==> config.mk <==
export PLATFORM = sky130hd
export DESIGN_NAME = cpu_ctrl_fsm
export DESIGN_NICKNAME = d
export VERILOG_FILES = /design/src/rtl/cpu_ctrl_fsm.sv
export SDC_FILE = /design/constraint.sdc
export NUM_CORES = 1
export LEC_CHECK = 0
export ABC_AREA = 1
export CAP_MARGIN = 20
export CORE_ASPECT_RATIO = 1.1
export CORE_MARGIN = 5
export CORE_UTILIZATION = 49
export CTS_CLUSTER_DIAMETER = 100
export DETAILED_ROUTE_END_ITERATION = 16
export GPL_TIMING_DRIVEN = 0
export PLACE_DENSITY_LB_ADDON = 0.1
export SLEW_MARGIN = 20
export SYNTH_ARGS = -nofsm -noshare
export SYNTH_HDL_FRONTEND = slang
export SYNTH_SLANG_ARGS = --single-unit
export TNS_END_PERCENT = 10
==> constraint.sdc <==
create_clock -name clock -period 2.55 [get_ports clock]
set_clock_uncertainty 0.2 [all_clocks]
set_input_delay 0.51 -clock clock [delete_from_list [all_inputs] [get_ports clock]]
set_output_delay 0.51 -clock clock [all_outputs]
set_load 0.05 [all_outputs]
==> src/rtl/cpu_ctrl_fsm.sv <==
// cpu_ctrl_fsm
// Multi-cycle control unit for the 8-bit accumulator CPU. It sequences
// fetch/decode/execute and drives the PC, IR, accumulator, ALU-select and
// data-memory strobes from the 4-bit opcode and the accumulator zero flag.
//
// Optional feature macro: CTRL_MEM_READY_EN
//   undefined : MEM_RD holds for MEM_RD_CYCLES cycles, MEM_WR lasts one cycle
//   defined   : adds input mem_ready; MEM_RD / MEM_WR wait for mem_ready = 1
//
// Parameters:
//   MEM_RD_CYCLES  cycles mReadFlag is held for LDA (1..15)
//
// Ports:
//   clock       in   system clock, rising edge
//   reset       in   synchronous active-high reset
//   opcode      in   IR[7:4], valid from DECODE onward
//   acc_zero    in   accumulator == 0
//   mem_ready   in   data memory handshake (CTRL_MEM_READY_EN only)
//   ir_ld       out  load instruction register
//   pc_inc      out  PC <= PC + 1
//   pc_ld       out  PC <= target selected by pc_src
//   pc_src      out  0 = PC+1, 1 = IR operand
//   jmp_uncond  out  executing JMP
//   ac_src      out  0 = ALU result, 1 = memory / immediate
//   ld_ac       out  accumulator write enable
//   alu_op      out  latched opcode in EXEC, else 0
//   mReadFlag   out  data-memory read strobe
//   mWriteFlag  out  data-memory write strobe
//   halted      out  in HALT
//   state_dbg   out  current state encoding
//
// state  | meaning
// -------+-----------------------------------------------
// FETCH  | load IR from instruction memory
// DECODE | latch opcode, choose execution path
// EXEC   | ALU / immediate / NOP / jump, one cycle
// MEM_RD | LDA read, accumulator loads on the final cycle
// MEM_WR | STA write strobe
// HALT   | stopped until reset
module cpu_ctrl_fsm #(
  parameter int unsigned MEM_RD_CYCLES = 1
) (
  input  logic       clock,
  input  logic       reset,
  input  logic [3:0] opcode,
  input  logic       acc_zero,
`ifdef CTRL_MEM_READY_EN
  input  logic       mem_ready,
`endif
  output logic       ir_ld,
  output logic       pc_inc,
  output logic       pc_ld,
  output logic       pc_src,
  output logic       jmp_uncond,
  output logic       ac_src,
  output logic       ld_ac,
  output logic [3:0] alu_op,
  output logic       mReadFlag,
  output logic       mWriteFlag,
  output logic       halted,
  output logic [2:0] state_dbg
);

  localparam logic [2:0] S_FETCH  = 3'd0;
  localparam logic [2:0] S_DECODE = 3'd1;
  localparam logic [2:0] S_EXEC   = 3'd2;
  localparam logic [2:0] S_MEM_RD = 3'd3;
  localparam logic [2:0] S_MEM_WR = 3'd4;
  localparam logic [2:0] S_HALT   = 3'd5;

  localparam logic [3:0] OP_NOP = 4'h0;
  localparam logic [3:0] OP_LDA = 4'h1;
  localparam logic [3:0] OP_STA = 4'h2;
  localparam logic [3:0] OP_ADD = 4'h3;
  localparam logic [3:0] OP_SUB = 4'h4;
  localparam logic [3:0] OP_AND = 4'h5;
  localparam logic [3:0] OP_OR  = 4'h6;
  localparam logic [3:0] OP_XOR = 4'h7;
  localparam logic [3:0] OP_NOT = 4'h8;
  localparam logic [3:0] OP_LDI = 4'h9;
  localparam logic [3:0] OP_JMP = 4'hA;
  localparam logic [3:0] OP_JZ  = 4'hB;
  localparam logic [3:0] OP_JNZ = 4'hC;
  localparam logic [3:0] OP_SHL = 4'hD;
  localparam logic [3:0] OP_SHR = 4'hE;
  localparam logic [3:0] OP_HLT = 4'hF;

  // Down-counter is preloaded in DECODE so the terminal count (0) marks the
  // last read cycle.
  localparam logic [3:0] CNT_LOAD = 4'(MEM_RD_CYCLES - 1);

  logic [2:0] state;
  logic [2:0] state_nxt;
  logic [3:0] opcode_q;
  logic [3:0] wait_cnt;
  logic       rd_last;
  logic       wr_done;

`ifdef CTRL_MEM_READY_EN
  assign rd_last = mem_ready;
  assign wr_done = mem_ready;
`else
  assign rd_last = (wait_cnt == 4'd0);
  assign wr_done = 1'b1;
`endif

  always_ff @(posedge clock) begin
    if (reset) begin
      state    <= S_FETCH;
      opcode_q <= 4'h0;
      wait_cnt <= 4'd0;
    end else begin
      state <= state_nxt;
      if (state == S_DECODE) begin
        opcode_q <= opcode;
        if (opcode == OP_LDA) wait_cnt <= CNT_LOAD;
      end else if (state == S_MEM_RD) begin
        if (rd_last || (wait_cnt == 4'd0)) wait_cnt <= 4'd0;
        else                               wait_cnt <= wait_cnt - 4'd1;
      end
    end
  end

  always_comb begin
    state_nxt = S_FETCH;
    case (state)
      S_FETCH:  state_nxt = S_DECODE;
      S_DECODE: begin
        case (opcode)
          OP_LDA:  state_nxt = S_MEM_RD;
          OP_STA:  state_nxt = S_MEM_WR;
          OP_HLT:  state_nxt = S_HALT;
          default: state_nxt = S_EXEC;
        endcase
      end
      S_EXEC:   state_nxt = S_FETCH;
      S_MEM_RD: state_nxt = rd_last ? S_FETCH : S_MEM_RD;
      S_MEM_WR: state_nxt = wr_done ? S_FETCH : S_MEM_WR;
      S_HALT:   state_nxt = S_HALT;
      default:  state_nxt = S_FETCH;  // illegal codes 6/7 recover
    endcase
  end

  always_comb begin
    ir_ld      = 1'b0;
    pc_inc     = 1'b0;
    pc_ld      = 1'b0;
    pc_src     = 1'b0;
    jmp_uncond = 1'b0;
    ac_src     = 1'b0;
    ld_ac      = 1'b0;
    mReadFlag  = 1'b0;
    mWriteFlag = 1'b0;
    halted     = 1'b0;
    case (state)
      S_FETCH: ir_ld = 1'b1;
      S_EXEC: begin
        case (opcode_q)
          OP_ADD, OP_SUB, OP_AND, OP_OR, OP_XOR, OP_NOT, OP_SHL, OP_SHR: begin
            ld_ac  = 1'b1;
            pc_inc = 1'b1;
          end
          OP_LDI: begin
            ld_ac  = 1'b1;
            ac_src = 1'b1;
            pc_inc = 1'b1;
          end
          OP_NOP: pc_inc = 1'b1;
          OP_JMP: begin
            jmp_uncond = 1'b1;
            pc_src     = 1'b1;
            pc_ld      = 1'b1;
          end
          OP_JZ, OP_JNZ: begin
            // JNZ takes the branch on the inverted zero flag
            if (acc_zero ^ (opcode_q == OP_JNZ)) begin
              pc_src = 1'b1;
              pc_ld  = 1'b1;
            end else begin
              pc_inc = 1'b1;
            end
          end
          default: ;
        endcase
      end
      S_MEM_RD: begin
        mReadFlag = 1'b1;
        if (rd_last) begin
          ld_ac  = 1'b1;
          ac_src = 1'b1;
          pc_inc = 1'b1;
        end
      end
      S_MEM_WR: begin
        mWriteFlag = 1'b1;
        pc_inc     = wr_done;
      end
      S_HALT:  halted = 1'b1;
      default: ;
    endcase
  end

  assign alu_op    = (state == S_EXEC) ? opcode_q : 4'h0;
  assign state_dbg = state;

endmodule
==> flow_metrics.env <==
export IMPL_hp_start="wait_cnt[2]"
export IMPL_r2r_slack_ns=1.11
export IMPL_path_delay_family="buffers and inverters"
export IMPL_synth_xor_area_frac=0
export IMPL_status="finished, final reports clean"
export IMPL_nFillCells=145
export IMPL_p_sw_frac=0.403
export IMPL_synth_warnings=0
export IMPL_p_sw_mw=0.213
export IMPL_intPower_mw=0.316
export IMPL_whs_ns=0.318
export IMPL_stdcell_area_sq_um=1070
export IMPL_setup_tns_ns=0
export IMPL_grt_pass1_wl_um=3290
export IMPL_p_per_area_nw_per_um2=494
export IMPL_die_w_um=48.5
export IMPL_drt_pass1_iter_count=4
export IMPL_slowest_delay_ns=0.82
export IMPL_drtIter0Drc=21
export IMPL_slew_violations=0
export IMPL_gp_congestion=0.783
export IMPL_synth_cell_types=20
export IMPL_yosysTopAreaCell="dfxtp_1"
export IMPL_clkTransAtPathRegs_ns=0.07
export IMPL_hp_class="flip-flop to flip-flop"
export IMPL_multiInputGateArea_sq_um=478
export IMPL_vias=883
export IMPL_num_rows=15
export IMPL_crit_required_ns=1.84
export IMPL_preCtsSetupSlack_ns=-0.407
export IMPL_setup_worst_path_end_class="output pin"
export IMPL_layout_common_cells="nand2_1, nor2_1, inv_1"
export IMPL_syn_instance_count=135
export IMPL_layout_nets=172
export IMPL_syn_num_nets=144
export IMPL_synth_top_family_by_area="simple AND/OR/NAND/NOR gates"
export IMPL_via_per_inst=4.93
export IMPL_avgSynthCellArea_sq_um=5.90
export IMPL_final_common_cell="nand2_1"
export IMPL_clock_latency_ns=0.26
export IMPL_io_buffer_count=23
export IMPL_dp_hpwl_um=1560
export IMPL_rsz0062_at_grt="false"
export IMPL_tightest_slew_ns=0.510
export IMPL_finalWirelength_um=1860
export IMPL_clock_sinks=11
export IMPL_finish_utilization=0.687
export IMPL_antenna_left=0
export IMPL_sequentialPowerShare=0.392
export IMPL_fin_cells=179
export IMPL_hold_viol=0
export IMPL_antenna_found_initial=0
export IMPL_place_area_sq_um=1070
export IMPL_grt_max_degree=11
export IMPL_root_buffer="clkbuf_4"
export IMPL_maxCapViolCount=0
export IMPL_slew_headroom=0.659
export IMPL_drive_gt1_frac=0.173
export IMPL_synth_area_leaders="dfxtp_1, nand2_1, nor2_1, inv_1, nand3_1"
export IMPL_ys_seq_area_frac=0.276
export IMPL_synth_compound_area_frac=0.111
export IMPL_start_kind="flip-flop"
export IMPL_grt_overflow=0
export IMPL_hold_end="wait_cnt[2]"
export IMPL_pwr_share_comb=0.386
export IMPL_clock_power_share=0.223
export IMPL_grt_use_total=0.160
export IMPL_clockBufferDepth=2
export IMPL_synthMuxAreaShare=0
export IMPL_numCtsBuffers=3
export IMPL_drcViolationCount=0
export IMPL_hold_depth=2
export IMPL_leakage_nw=0.576
export IMPL_worstPathArrival_ns=1.75
export IMPL_cp_max_fo=6
export IMPL_critPathKind="flip-flop to output pin"
export IMPL_die_y_um=52.3
export IMPL_wire_per_inst_um=10.4
export IMPL_core_sq_um=1560
export IMPL_fmax_ghz=0.407
export IMPL_crit_chain="inv_1 -> nor3_4 -> clkdlybuf4s50_1"
export IMPL_finalWorstSetupSlack_ns=0.0925
export IMPL_ioPinCount=24
export IMPL_die_area_sq_um=2530
export IMPL_yosys_area_share_simple=0.435
export IMPL_diodes=0
export IMPL_cts_tree="built"
export IMPL_dp_cells=175
export IMPL_area_growth_pct=34.2
export IMPL_fin_crit_sh=0.964
export IMPL_total_power_mw=0.529
export IMPL_seqCellArea_sq_um=224
export IMPL_syn_area_sq_um=797
export IMPL_grt_pass1_vias=796
export IMPL_start_util=0.512
export IMPL_ir_drop_uv=270
export IMPL_finalCriticalPeriod_ns=2.46
export IMPL_reg2reg_depth=7
export IMPL_synth_seq_cells=11
export IMPL_htree_levels=1
export IMPL_r2r_end="wait_cnt[1]"
export IMPL_cp_num_buf_inv=2
export IMPL_synthAdderAreaFrac=0.0314
export IMPL_synth_top_area_share=0.276
export IMPL_setup_violations=0
export IMPL_cp_slowest_cell="clkdlybuf4s50_1"
export IMPL_r2r_start="wait_cnt[0]"
-- flip-flops by register name, indices dropped and copies added, names as in the netlist --
name,count
wait_cnt,4
state_dbg,3
opcode_q,4
-- final cells by class --
| type | instances | share of cell area |
|---|---|---|
| tap | 17 | 0.0199 |
| inverter | 26 | 0.0912 |
| buffer | 2 | 0.0175 |
| clock buffer | 4 | 0.0246 |
| sequential | 11 | 0.209 |
| multi-input combinational | 96 | 0.447 |
| timing repair buffer | 23 | 0.191 |
-- worst reg2reg max path, stage by stage (launching register included) --
cell and delay [ns]:
dfxtp_1 0.35, inv_1 0.08, ha_1 0.19, nand3_1 0.16
nand2_1 0.10, o21ai_0 0.15, inv_1 0.05, nor2_1 0.09
-- synth_stat cells --
library cell and count:
a21oi_1 7, buf_4 1, buf_6 1, dfxtp_1 11, ha_1 2, inv_1 21, inv_2 5, nand2_1 33
nand2_2 1, nand2_4 2, nand3_1 12, nor2_1 24, nor2_2 1, nor3_1 1, nor3_2 1, nor3_4 1
nor4_1 1, o21ai_0 6, o21ai_1 3, o21ai_2 1
-- worst max path at each step --
stage	slack, ns	end	start	cells past startpoint
5_1_grt	0.02	mWriteFlag	state_dbg[2]	3
3_5_place_dp	-0.41	pc_src	acc_zero	8
6_report	0.09	mWriteFlag	state_dbg[2]	3
3_3_place_gp	-0.39	pc_src	acc_zero	8
4_1_cts	0.01	ld_ac	wait_cnt[0]	7
2_1_floorplan	-0.01	ac_src	state_dbg[1]	6
-- metal layers --
layer / up-vias / GRT usage / routed length, um / part of all wire
li1: 472 / - / - / -
met1: 384 / 0.163 / 748 / 0.40
met2: 25 / 0.307 / 942 / 0.51
met3: 2 / 0.0513 / 155 / 0.083
met4: 0 / 0.0493 / 11 / 0.0059
met5: - / 0 / 0 / 0
-- power groups by stage --
stage | sequential, mW | combinational, mW | clock [mW]
2_1_floorplan | 0.221 | 0.138 | 0
3_3_place_gp | 0.210 | 0.205 | 0
3_5_place_dp | 0.211 | 0.209 | 0
4_1_cts | 0.207 | 0.208 | 0.122
5_1_grt | 0.210 | 0.227 | 0.130
6_report | 0.207 | 0.204 | 0.118
-- kinds of logic after synthesis --
logic type,count (synthesis)
compound gates,17
buf+inv,28
simple gates,77
fa+ha+maj,2
flops,11
-- repair_timing --
action                     CTS  global route
hold buffers                 0             0
setup endpoints to repair   10             5
setup buffers                0             0
resized for setup           17             7
No activity file was read; power rests on OpenSTA's default activity.
